--- src/rtl/wb_merge_pkg.sv ---
// Shared definitions for the write-back merge block: load funct3 encodings,
// load FIFO geometry and the FIFO entry layout.
package wb_pkg;

    localparam logic [2:0] LB  = 3'd0;
    localparam logic [2:0] LH  = 3'd1;
    localparam logic [2:0] LW  = 3'd2;
    localparam logic [2:0] LBU = 3'd4;
    localparam logic [2:0] LHU = 3'd5;

    localparam int WB_FIFO_DEPTH = 2;
    localparam int WB_PTR_W      = $clog2(WB_FIFO_DEPTH);
    localparam int WB_CNT_W      = $clog2(WB_FIFO_DEPTH + 1);

    typedef struct packed {
        logic [4:0]  rd;
        logic [31:0] data;
    } wb_entry_t;

    function automatic logic is_legal_f3(input logic [2:0] f3);
        return (f3 == LB) || (f3 == LH) || (f3 == LW) || (f3 == LBU) || (f3 == LHU);
    endfunction

endpackage

--- src/rtl/wb_merge_if.sv ---
// Bundle of ALU result, load-return and register-file write signals.
// pending_o exists only when WB_PENDING_EN is defined.
interface wb_merge_if;

    logic        alu_valid_i;
    logic [4:0]  alu_rd_i;
    logic [31:0] alu_data_i;

    logic        ld_valid_i;
    logic        ld_ready_o;
    logic [4:0]  ld_rd_i;
    logic [2:0]  ld_funct3_i;
    logic [1:0]  ld_addr_lo_i;
    logic [31:0] ld_rdata_i;

    logic        RegWrite_o;
    logic [4:0]  RDaddr_o;
    logic [31:0] RDdata_o;
    logic        ld_err_o;
`ifdef WB_PENDING_EN
    logic [31:0] pending_o;
`endif

    modport slave (
        input  alu_valid_i, alu_rd_i, alu_data_i,
        input  ld_valid_i, ld_rd_i, ld_funct3_i, ld_addr_lo_i, ld_rdata_i,
        output ld_ready_o, RegWrite_o, RDaddr_o, RDdata_o, ld_err_o
`ifdef WB_PENDING_EN
        , output pending_o
`endif
    );

    modport master (
        output alu_valid_i, alu_rd_i, alu_data_i,
        output ld_valid_i, ld_rd_i, ld_funct3_i, ld_addr_lo_i, ld_rdata_i,
        input  ld_ready_o, RegWrite_o, RDaddr_o, RDdata_o, ld_err_o
`ifdef WB_PENDING_EN
        , input  pending_o
`endif
    );

endinterface

--- src/rtl/wb_merge_load_align.sv ---
// Combinational load formatter: selects the byte/half lane, extends it and
// flags illegal funct3 or misaligned accesses.
module load_align
    import wb_pkg::*;
(
    input  logic [2:0]  funct3_i,
    input  logic [1:0]  addr_lo_i,
    input  logic [31:0] rdata_i,
    output logic [31:0] data_o,
    output logic        err_o
);

    logic [31:0] lane;

    assign lane = rdata_i >> {addr_lo_i, 3'b000};

    always_comb begin
        data_o = '0;
        err_o  = !is_legal_f3(funct3_i);
        case (funct3_i)
            LB:  data_o = {{24{lane[7]}}, lane[7:0]};
            LBU: data_o = {24'b0, lane[7:0]};
            LH: begin
                err_o  = addr_lo_i[0];
                data_o = {{16{lane[15]}}, lane[15:0]};
            end
            LHU: begin
                err_o  = addr_lo_i[0];
                data_o = {16'b0, lane[15:0]};
            end
            LW: begin
                err_o  = (addr_lo_i != 2'd0);
                data_o = rdata_i;
            end
            default: data_o = '0;
        endcase
    end

endmodule

--- src/rtl/wb_merge.sv ---
// Write-back merge: ALU results take the register-file port first, formatted
// loads wait in a small in-order FIFO. Optional busy bitmap via WB_PENDING_EN.
module wb_merge
    import wb_pkg::*;
(
    input  logic       clk_i,
    input  logic       rst_i,
    wb_merge_if.slave  bus
);

    logic [WB_CNT_W-1:0] count_q, count_d;
    logic [WB_PTR_W-1:0] wr_ptr_q, wr_ptr_d;
    logic [WB_PTR_W-1:0] rd_ptr_q, rd_ptr_d;
    wb_entry_t           fifo_q [WB_FIFO_DEPTH];
    wb_entry_t           fifo_d [WB_FIFO_DEPTH];

    logic        we_q, we_d;
    logic [4:0]  rd_q, rd_d;
    logic [31:0] data_q, data_d;
    logic        err_q, err_d;

    logic        ld_ready;
    logic        accept;
    logic        enq;
    logic        deq;
    logic        alu_sel;
    logic [31:0] ld_fmt;
    logic        ld_bad;

    load_align u_align (
        .funct3_i  (bus.ld_funct3_i),
        .addr_lo_i (bus.ld_addr_lo_i),
        .rdata_i   (bus.ld_rdata_i),
        .data_o    (ld_fmt),
        .err_o     (ld_bad)
    );

    // Ready looks only at the registered count, so a dequeue in the same
    // cycle never reopens a full FIFO.
    assign ld_ready = (count_q < WB_CNT_W'(WB_FIFO_DEPTH));

    always_comb begin
        accept  = bus.ld_valid_i && ld_ready;
        enq     = accept && !ld_bad && (bus.ld_rd_i != 5'd0);
        alu_sel = bus.alu_valid_i && (bus.alu_rd_i != 5'd0);
        deq     = !alu_sel && (count_q != '0);
        err_d   = accept && ld_bad;

        fifo_d   = fifo_q;
        wr_ptr_d = wr_ptr_q;
        rd_ptr_d = rd_ptr_q;
        if (enq) begin
            fifo_d[wr_ptr_q] = '{rd: bus.ld_rd_i, data: ld_fmt};
            wr_ptr_d         = wr_ptr_q + 1'b1;
        end
        if (deq) begin
            rd_ptr_d = rd_ptr_q + 1'b1;
        end
        count_d = count_q + WB_CNT_W'(enq) - WB_CNT_W'(deq);

        we_d   = 1'b0;
        rd_d   = rd_q;
        data_d = data_q;
        if (alu_sel) begin
            we_d   = 1'b1;
            rd_d   = bus.alu_rd_i;
            data_d = bus.alu_data_i;
        end else if (deq) begin
            we_d   = 1'b1;
            rd_d   = fifo_q[rd_ptr_q].rd;
            data_d = fifo_q[rd_ptr_q].data;
        end
    end

    always_ff @(posedge clk_i or posedge rst_i) begin
        if (rst_i) begin
            count_q  <= '0;
            wr_ptr_q <= '0;
            rd_ptr_q <= '0;
            we_q     <= 1'b0;
            rd_q     <= '0;
            data_q   <= '0;
            err_q    <= 1'b0;
            for (int i = 0; i < WB_FIFO_DEPTH; i++) begin
                fifo_q[i] <= '0;
            end
        end else begin
            count_q  <= count_d;
            wr_ptr_q <= wr_ptr_d;
            rd_ptr_q <= rd_ptr_d;
            we_q     <= we_d;
            rd_q     <= rd_d;
            data_q   <= data_d;
            err_q    <= err_d;
            fifo_q   <= fifo_d;
        end
    end

    assign bus.ld_ready_o = ld_ready;
    assign bus.RegWrite_o = we_q;
    assign bus.RDaddr_o   = rd_q;
    assign bus.RDdata_o   = data_q;
    assign bus.ld_err_o   = err_q;

`ifdef WB_PENDING_EN
    logic [31:0] pending;

    // The output register is left out: the register file forwards the
    // write happening in the same cycle.
    always_comb begin
        logic [WB_PTR_W-1:0] offs;
        pending = '0;
        for (int i = 0; i < WB_FIFO_DEPTH; i++) begin
            offs = WB_PTR_W'(i) - rd_ptr_q;
            if (WB_CNT_W'(offs) < count_q) begin
                pending[fifo_q[i].rd] = 1'b1;
            end
        end
        pending[0] = 1'b0;
    end

    assign bus.pending_o = pending;
`endif

endmodule

--- src/flat_wrapper.sv ---
// flat-port wrapper written by rule: the top's interface ports become plain ports
module wb_merge_flat import wb_pkg::*;
  (clk_i, rst_i, bus_alu_valid_i, bus_alu_rd_i, bus_alu_data_i, bus_ld_valid_i, bus_ld_rd_i, bus_ld_funct3_i, bus_ld_addr_lo_i, bus_ld_rdata_i, bus_ld_ready_o, bus_RegWrite_o, bus_RDaddr_o, bus_RDdata_o, bus_ld_err_o);
  wb_merge_if bus_i ();
  input  logic clk_i;
  input  logic rst_i;
  input wire logic [$bits(bus_i.alu_valid_i)-1:0] bus_alu_valid_i;
  input wire logic [$bits(bus_i.alu_rd_i)-1:0] bus_alu_rd_i;
  input wire logic [$bits(bus_i.alu_data_i)-1:0] bus_alu_data_i;
  input wire logic [$bits(bus_i.ld_valid_i)-1:0] bus_ld_valid_i;
  input wire logic [$bits(bus_i.ld_rd_i)-1:0] bus_ld_rd_i;
  input wire logic [$bits(bus_i.ld_funct3_i)-1:0] bus_ld_funct3_i;
  input wire logic [$bits(bus_i.ld_addr_lo_i)-1:0] bus_ld_addr_lo_i;
  input wire logic [$bits(bus_i.ld_rdata_i)-1:0] bus_ld_rdata_i;
  output wire logic [$bits(bus_i.ld_ready_o)-1:0] bus_ld_ready_o;
  output wire logic [$bits(bus_i.RegWrite_o)-1:0] bus_RegWrite_o;
  output wire logic [$bits(bus_i.RDaddr_o)-1:0] bus_RDaddr_o;
  output wire logic [$bits(bus_i.RDdata_o)-1:0] bus_RDdata_o;
  output wire logic [$bits(bus_i.ld_err_o)-1:0] bus_ld_err_o;
  assign bus_i.alu_valid_i = bus_alu_valid_i;
  assign bus_i.alu_rd_i = bus_alu_rd_i;
  assign bus_i.alu_data_i = bus_alu_data_i;
  assign bus_i.ld_valid_i = bus_ld_valid_i;
  assign bus_i.ld_rd_i = bus_ld_rd_i;
  assign bus_i.ld_funct3_i = bus_ld_funct3_i;
  assign bus_i.ld_addr_lo_i = bus_ld_addr_lo_i;
  assign bus_i.ld_rdata_i = bus_ld_rdata_i;
  assign bus_ld_ready_o = bus_i.ld_ready_o;
  assign bus_RegWrite_o = bus_i.RegWrite_o;
  assign bus_RDaddr_o = bus_i.RDaddr_o;
  assign bus_RDdata_o = bus_i.RDdata_o;
  assign bus_ld_err_o = bus_i.ld_err_o;
  wb_merge u_core (.clk_i(clk_i), .rst_i(rst_i), .bus(bus_i));
endmodule
--- config.mk ---
export PLATFORM = sky130hd
export DESIGN_NAME = wb_merge_flat
export DESIGN_NICKNAME = d
export VERILOG_FILES = /design/src/rtl/wb_merge_pkg.sv /design/src/rtl/wb_merge_if.sv /design/src/rtl/wb_merge_load_align.sv /design/src/rtl/wb_merge.sv /design/src/flat_wrapper.sv
export SDC_FILE = /design/constraint.sdc
export NUM_CORES = 1
export LEC_CHECK = 0
export ABC_AREA = 1
export BUFFER_PORTS_ARGS = -buffer_cell sky130_fd_sc_hd__buf_2
export CORE_MARGIN = 3
export CORE_UTILIZATION = 30
export CTS_CLUSTER_SIZE = 25
export DETAILED_ROUTE_END_ITERATION = 10
export GPL_TIMING_DRIVEN = 0
export HOLD_SLACK_MARGIN = 0.1
export PLACE_DENSITY = 0.56
export SLEW_MARGIN = 25
export SYNTH_ARGS = -nofsm -noshare
export SYNTH_HDL_FRONTEND = slang
export SYNTH_SLANG_ARGS = --single-unit
export TNS_END_PERCENT = 50
--- constraint.sdc ---
create_clock -name clk_i -period 10.3 [get_ports clk_i]
set_input_delay 0.515 -clock clk_i [delete_from_list [all_inputs] [get_ports clk_i]]
set_output_delay 0.515 -clock clk_i [all_outputs]
set_load 0.01 [all_outputs]
==> results.py, run 1 <==
metrics = {
    "timing": {
        "fmax_mhz": 538,
        "hold_viol": 0,
        "setup_tns_ns": 0,
        "period_needed_ns": 1.86,
        "worst_pin_slew_ns": 0.607,
        "slew_viol_final": 0,
        "min_period_over_period_pct": 18.0,
        "rsz0062_at_grt": "no",
        "fin_skew_ns": 0.0109,
        "setup_violations": 0,
        "max-slew-margin-rel_pct": 59.5,
    },
    "drt": {
        "antenna_left": 0,
        "drt-pass1-iter-count": 5,
        "vias": 6177,
        "routed_wl_um": 19700,
        "via_per_inst": 4.64,
        "detail_route.wl_per_cell_um": 14.8,
        "drt_iter0_drc": 412,
        "post-route-drc-count": 0,
    },
    "yosys": {
        "synthFlopType": "dfrtp_1",
        "synth-async-reset-ratio_pct": 100,
        "yosysUniqueCellTypes": 26,
        "synth_fp_nets": 991,
        "seq_area_frac_synth_pct": 45.5,
        "syn_inst": 907,
        "yosysWarningCount": 0,
        "synth_most_common_cell": "nand2_1",
        "avgSynthCellArea_um2": 7.09,
        "synth.area.top_cells": "dfrtp_1, nand2_1, nand3_1",
        "synth_top_area_share_pct": 45.5,
        "synth_edf_count": 0,
        "synthTopCellsByCount": "nand2_1, nand3_1, dfrtp_1",
        "synth_area_um2": 6430,
        "synth_area_leader_cell": "dfrtp_1",
        "ys_seq_elements": 117,
    },
    "placed_design": {
        "placed_area_um2": 7410,
        "hpwl_um": 15000,
        "place_congestion": 0.892,
        "portBuffers": 121,
    },
    "critical_path": {
        "path_buf_inv": 3,
        "crit_type": "reg -> reg",
        "cp_max_fo": 10,
        "cp_num_cells": 9,
        "crit_slowest_cell": "dfrtp_1",
        "cpLargestDelayFamily": "simple AND/OR/NAND/NOR gates",
        "worstPathCellList": "nor2_1, inv_1, buf_2, nand2_1, inv_1, ha_1, xor2_1, nand3b_1, nand2_1",
        "start_kind": "flop",
        "rrSetupSlack_ns": 8.44,
        "slowest_delay_ns": 0.43,
        "reg2regPathDepth": 9,
        "cp_data_arrival_time_ns": 2.16,
        "cp.required_ns": 10.60,
        "endpoint_kind": "flop",
    },
    "worst_hold_path": {
        "hold_class": "in -> reg",
        "holdPathStages": 3,
    },
    "global_routing": {
        "gr-usage-all-layers_pct": 16.9,
        "antenna_found_initial": 0,
        "grt_pass1_vias": 5764,
        "grt_pass1_wl_um": 31600,
        "grt_overflow_total": 0,
        "grt_max_degree": 89,
    },
    "clock_network": {
        "cts_buffer_depth": 2,
        "root_buffer": "clkbuf_16",
        "cts.repair.resized": 0,
        "numCtsBuffers": 17,
        "clk-insertion-delay-late_ns": 0.41,
        "cts_max_level": 4,
        "path_clk_slew_ns": 0.05,
        "cts.sinks": 117,
        "cts_tree": "yes",
    },
    "floorplanning": {
        "ioPinCount": 123,
        "core_um2": 20600,
        "die_h_um": 152,
        "rows": 52,
        "die_w_um": 152,
        "die_area_um2": 23200,
        "start_util_pct": 31.2,
    },
    "finish": {
        "antenna_cells": 0,
        "syn_to_final_growth_pct": 25.2,
        "drive_gt1_share_pct": 21.5,
        "fin_nets": 1133,
        "fill_cells": 2197,
        "postLayoutCellArea_um2": 8050,
    },
    "job": {
        "maxCapViolCount": 0,
    },
    "outcome": {
        "status": "finished, final reports clean",
    },
    "power": {
        "p_leak_uw": 0.00464,
        "powerDensity_nw_per_um2": 255,
        "vdd_drop_max_mv": 0.120,
    },
}
==> metal layers <==
layer,wire length (um),global-route usage (%),up-vias
met5,0,0,-
met3,1130,3.55,23
met2,8060,23.8,187
met1,10300,26.0,2839
met4,284,4.75,0
li1,-,-,3128
==> report_power, final <==
part	total [uW]	internal, uW	leakage [uW]	switching (uW)
Clock	639	434	0.000308	205
Combinational	667	228	0.00282	439
Sequential	749	651	0.00151	98.3
Total	2050	1310	0.00464	742
==> state kept, by name, summed over array words and instances, names as in the netlist <==
signal / flops
u_core.wr_ptr_q: 1
u_core.bus.RDdata_o: 32
u_core.bus.RDaddr_o: 5
u_core.bus.ld_err_o: 1
u_core.rd_ptr_q: 1
u_core.bus.RegWrite_o: 1
u_core.fifo_q: 74
u_core.count_q: 2
==> metrics by stage <==
step / std cells / power, uW / utilization, % / hold WS (ns) / setup WS [ns]
2_1_floorplan: 907 / 1180 / - / 0.442 / 6.68
3_3_place_gp: 1298 / 1410 / 35.8 / 0.455 / 5.14
3_5_place_dp: 1299 / 1420 / 35.9 / 0.458 / 8.15
4_1_cts: 1332 / 2070 / 39.0 / 0.314 / 8.43
5_1_grt: 1332 / 2200 / 39.0 / 0.323 / 8.31
6_report: 1332 / 2050 / 39.0 / 0.321 / 8.44
==> logic make-up after synthesis <==
logic type | count (synthesis) | synth area share, %
adders and majority gates | 1 | 0.195
DFF | 117 | 45.5
AOI/OAI and AO/OA | 8 | 0.681
xor gates and xnor gates | 3 | 0.409
buffers and inverters | 87 | 6.28
and+or+nand+nor | 691 | 46.9
==> cell type report <==
type                    count  area [um2]  area share [%]
multi-input cells         703        3100            38.5
flip-flops and latches    117        2930            36.4
repair buffers            123         643            7.99
clock buffers              22         454            5.64
well taps                 270         338            4.20
plain buffers              54         280            3.48
clock inverters            10         178            2.21
inverters                  33         131            1.63
==> cells in the final DEF (no fill, tap or decap) <==
cell	n
nand3_1	136
nor3_2	2
inv_1	26
nand2_2	2
dlygate4sd3_1	1
buf_1	8
o21ai_2	1
clkinvlp_4	1
nand2_1	495
buf_2	150
clkinv_2	4
inv_8	1
buf_4	3
nor3_1	1
clkinv_1	1
nor2_4	1
nand2_4	3
clkbuf_16	17
buf_16	1
clkbuf_8	1
nor3_4	1
clkbuf_1	14
nand3_4	2
inv_2	5
dfrtp_1	117
nor2_8	1
nand3_2	23
xor2_1	3
buf_6	4
bufinv_16	5
nand3b_1	1
o21ai_0	7
ha_1	1
nor2_1	23
==> path summary, 6_finish.rpt <==
check,start,endpoint
min reg2reg,u_core.fifo_q[7],u_core.fifo_q[7]
max in group asynchronous,rst_i,u_core.fifo_q[8]
max,u_core.count_q[1],u_core.count_q[1]
min in group asynchronous,rst_i,u_core.bus.RDdata_o[1]
max reg2reg,u_core.count_q[1],u_core.count_q[1]
min,bus_alu_data_i[25],u_core.bus.RDdata_o[25]
==> worst reg2reg max path, stage by stage (launching register included) <==
cell      delay, ns
dfrtp_1        0.43
nor2_1         0.24
inv_1          0.10
buf_2          0.19
nand2_1        0.17
inv_1          0.06
ha_1           0.20
xor2_1         0.18
nand3b_1       0.13
nand2_1        0.05
==> timing repair <==
action                                 in CTS  in global routing
endpoints found under the hold margin      29                  0
setup buffers                               0                  0
hold buffers                                1                  0
Note: power is estimated with default switching activity, not from simulation.
==> inputs of run 2 (changes only) <==
Settings changed: PLACE_DENSITY 0.56 to 0.57.
Clock period 10.3 ns to 1.7 ns, I/O delays scaled along.
==> run 2 against run 1 <==
  * Non-clock buffer count rose by 73
  * Worst hold slack got worse by 0.21 ns
  * Combinational power rose to 6.4 times the previous value
  * Clock power rose to 6.2 times the previous value
  * Core utilization rose by 4.1 points
==> results.py, run 2 (synthesis gave the netlist of run 1 again) <==
metrics = {
    "placed_design": {
        "hpwl_um": 15400,
        "place_congestion": 0.909,
        "place_ws_ns": -0.141,
        "portBuffers": 121,
    },
    "timing": {
        "setup_violations": 0,
        "worst_pin_slew_ns": 0.558,
        "min_period_over_period_pct": 95.9,
        "period_needed_ns": 1.63,
        "rsz0062_at_grt": "yes",
        "fin_skew_ns": 0.00549,
        "max-slew-margin-rel_pct": 62.8,
        "holdWs_ns": 0.111,
        "hold_viol": 0,
        "slew_viol_final": 0,
        "fmax_mhz": 614,
        "worst_slack_ns": 0.0704,
    },
    "critical_path": {
        "crit_slowest_cell": "dfrtp_2",
        "start_kind": "flop",
        "slowest_delay_ns": 0.45,
        "cp_data_arrival_time_ns": 1.93,
        "cp.required_ns": 2.00,
        "worstPathCellList": "nor2_4, inv_1, buf_2, nand2_2, inv_1, ha_1, xor2_1, nand3b_1, nand2_1",
        "cp_common_cell": "inv_1",
        "cp_max_fo": 10,
        "endpoint_kind": "flop",
        "crit_type": "reg -> reg",
    },
    "clock_network": {
        "cts_buffer_depth": 2,
        "path_clk_slew_ns": 0.05,
        "root_buffer": "clkbuf_16",
        "cts_tree": "yes",
        "cts.sinks": 117,
        "clk-insertion-delay-late_ns": 0.41,
        "cts_max_level": 4,
        "numCtsBuffers": 17,
    },
    "drt": {
        "via_per_inst": 4.60,
        "routed_wl_um": 20400,
        "vias": 6463,
        "post-route-drc-count": 0,
        "detail_route.wl_per_cell_um": 14.5,
        "antenna_left": 0,
        "drt_iter0_drc": 486,
        "drt-pass1-iter-count": 6,
    },
    "global_routing": {
        "gr-usage-all-layers_pct": 17.8,
        "grt_pass1_vias": 6377,
        "grt_overflow_total": 0,
        "antenna_found_initial": 0,
        "grt_max_degree": 28,
        "grt_pass1_wl_um": 33600,
    },
    "finish": {
        "largest_reg_flops": 74,
        "syn_to_final_growth_pct": 38.3,
        "fill_cells": 2126,
        "drive_gt1_share_pct": 21.5,
        "final_common_cell": "nand2_1",
        "fin_nets": 1206,
        "antenna_cells": 0,
        "fin_util_pct": 43.1,
        "top_register": "u_core.fifo_q",
        "final_cell_mix": "nand2_1, buf_2, nand3_1, dfrtp_1, dlygate4sd3_1",
    },
    "floorplanning": {
        "core_um2": 20600,
        "die_w_um": 152,
        "ioPinCount": 123,
        "die_h_um": 152,
        "rows": 52,
        "die_area_um2": 23200,
        "start_util_pct": 31.2,
    },
    "power": {
        "powerDensity_nw_per_um2": 1440,
        "p_leak_uw": 0.00499,
        "vdd_drop_max_mv": 0.811,
    },
    "outcome": {
        "status": "finished, final reports clean",
    },
    "worst_hold_path": {
        "hold_class": "in -> reg",
    },
    "job": {
        "maxCapViolCount": 0,
    },
}
[run 2: cell count changes in the layout (fill, tap and decap cells not counted), moves of 2 or more]
cell,previous run,this run
buf_1,8,6
buf_12,0,2
buf_16,1,3
buf_2,150,143
buf_4,3,6
clkbuf_1,14,12
clkbuf_2,0,3
clkbuf_4,0,6
clkbuf_8,1,3
dlygate4sd3_1,1,67
nor2_1,23,21
nor3_2,2,0
nor3_4,1,3
[run 2: report_power, final]
group,internal (uW),total [uW],switching (uW),leakage (uW)
clock,2710,3940,1230,0.000317
combinational,1550,4280,2730,0.00316
sequential,3950,4570,626,0.00151
[run 2: worst max-delay path: cells and delay by family, from the launching register on]
kind          cells  cell delay [ns]
flops             1             0.45
simple gates      4             0.41
buf+inv           3             0.29
fa+ha+maj         1             0.20
xor+xnor          1             0.17
[run 2: layer usage]
metal | GRT usage [%] | part of all wire, % | up-vias
met5 | 0 | 0 | -
met3 | 3.32 | 5.3 | 20
met2 | 26.6 | 43 | 188
li1 | - | - | 3274
met1 | 26.7 | 51 | 2981
met4 | 4.37 | 1.2 | 0
[run 2: timing repair]
action                                  in CTS  in global routing
hold buffers                                67                  0
resized for setup                            5                 16
endpoints found under the setup margin      60                 87
pin swaps                                    1                  2
endpoints found under the hold margin      146                  0
buffers inserted                             0                  3
[run 2: through the flow]
step | setup TNS [ns] | instances | power [uW] | cell area, um2
after floorplan | 0 | 907 | 7130 | 6430
after global placement | -80.33 | 1298 | 8550 | 7380
after detailed placement | -0.828 | 1303 | 8660 | 7500
after CTS | 0 | 1402 | 12800 | 8840
after global routing | -0.0343 | 1405 | 13700 | 8900
final | 0 | 1405 | 12800 | 8900
[run 2: area by class of cell]
class | instances | area (um2) | share of cell area (%)
multi-input cells | 703 | 3120 | 35.1
flip-flops and latches | 117 | 2930 | 32.9
repair buffers | 196 | 1420 | 16.0
clock buffers | 23 | 478 | 5.37
well taps | 270 | 338 | 3.80
plain buffers | 54 | 305 | 3.43
clock inverters | 9 | 173 | 1.94
inverters | 33 | 128 | 1.43
[run 2: path summary, 6_finish.rpt]
| kind | cells after the start | from | end | slack [ns] |
|---|---|---|---|---|
| max | 9 | u_core.count_q[1] | u_core.count_q[1] | 0.07 |
| min | 5 | bus_ld_rdata_i[2] | u_core.fifo_q[39] | 0.11 |
| max reg2reg | 9 | u_core.count_q[1] | u_core.count_q[1] | 0.07 |
| min reg2reg | 2 | u_core.fifo_q[32] | u_core.fifo_q[32] | 0.47 |
| max in group asynchronous | 6 | rst_i | u_core.fifo_q[61] | 0.70 |
| min in group asynchronous | 3 | rst_i | u_core.bus.RDdata_o[2] | 0.23 |
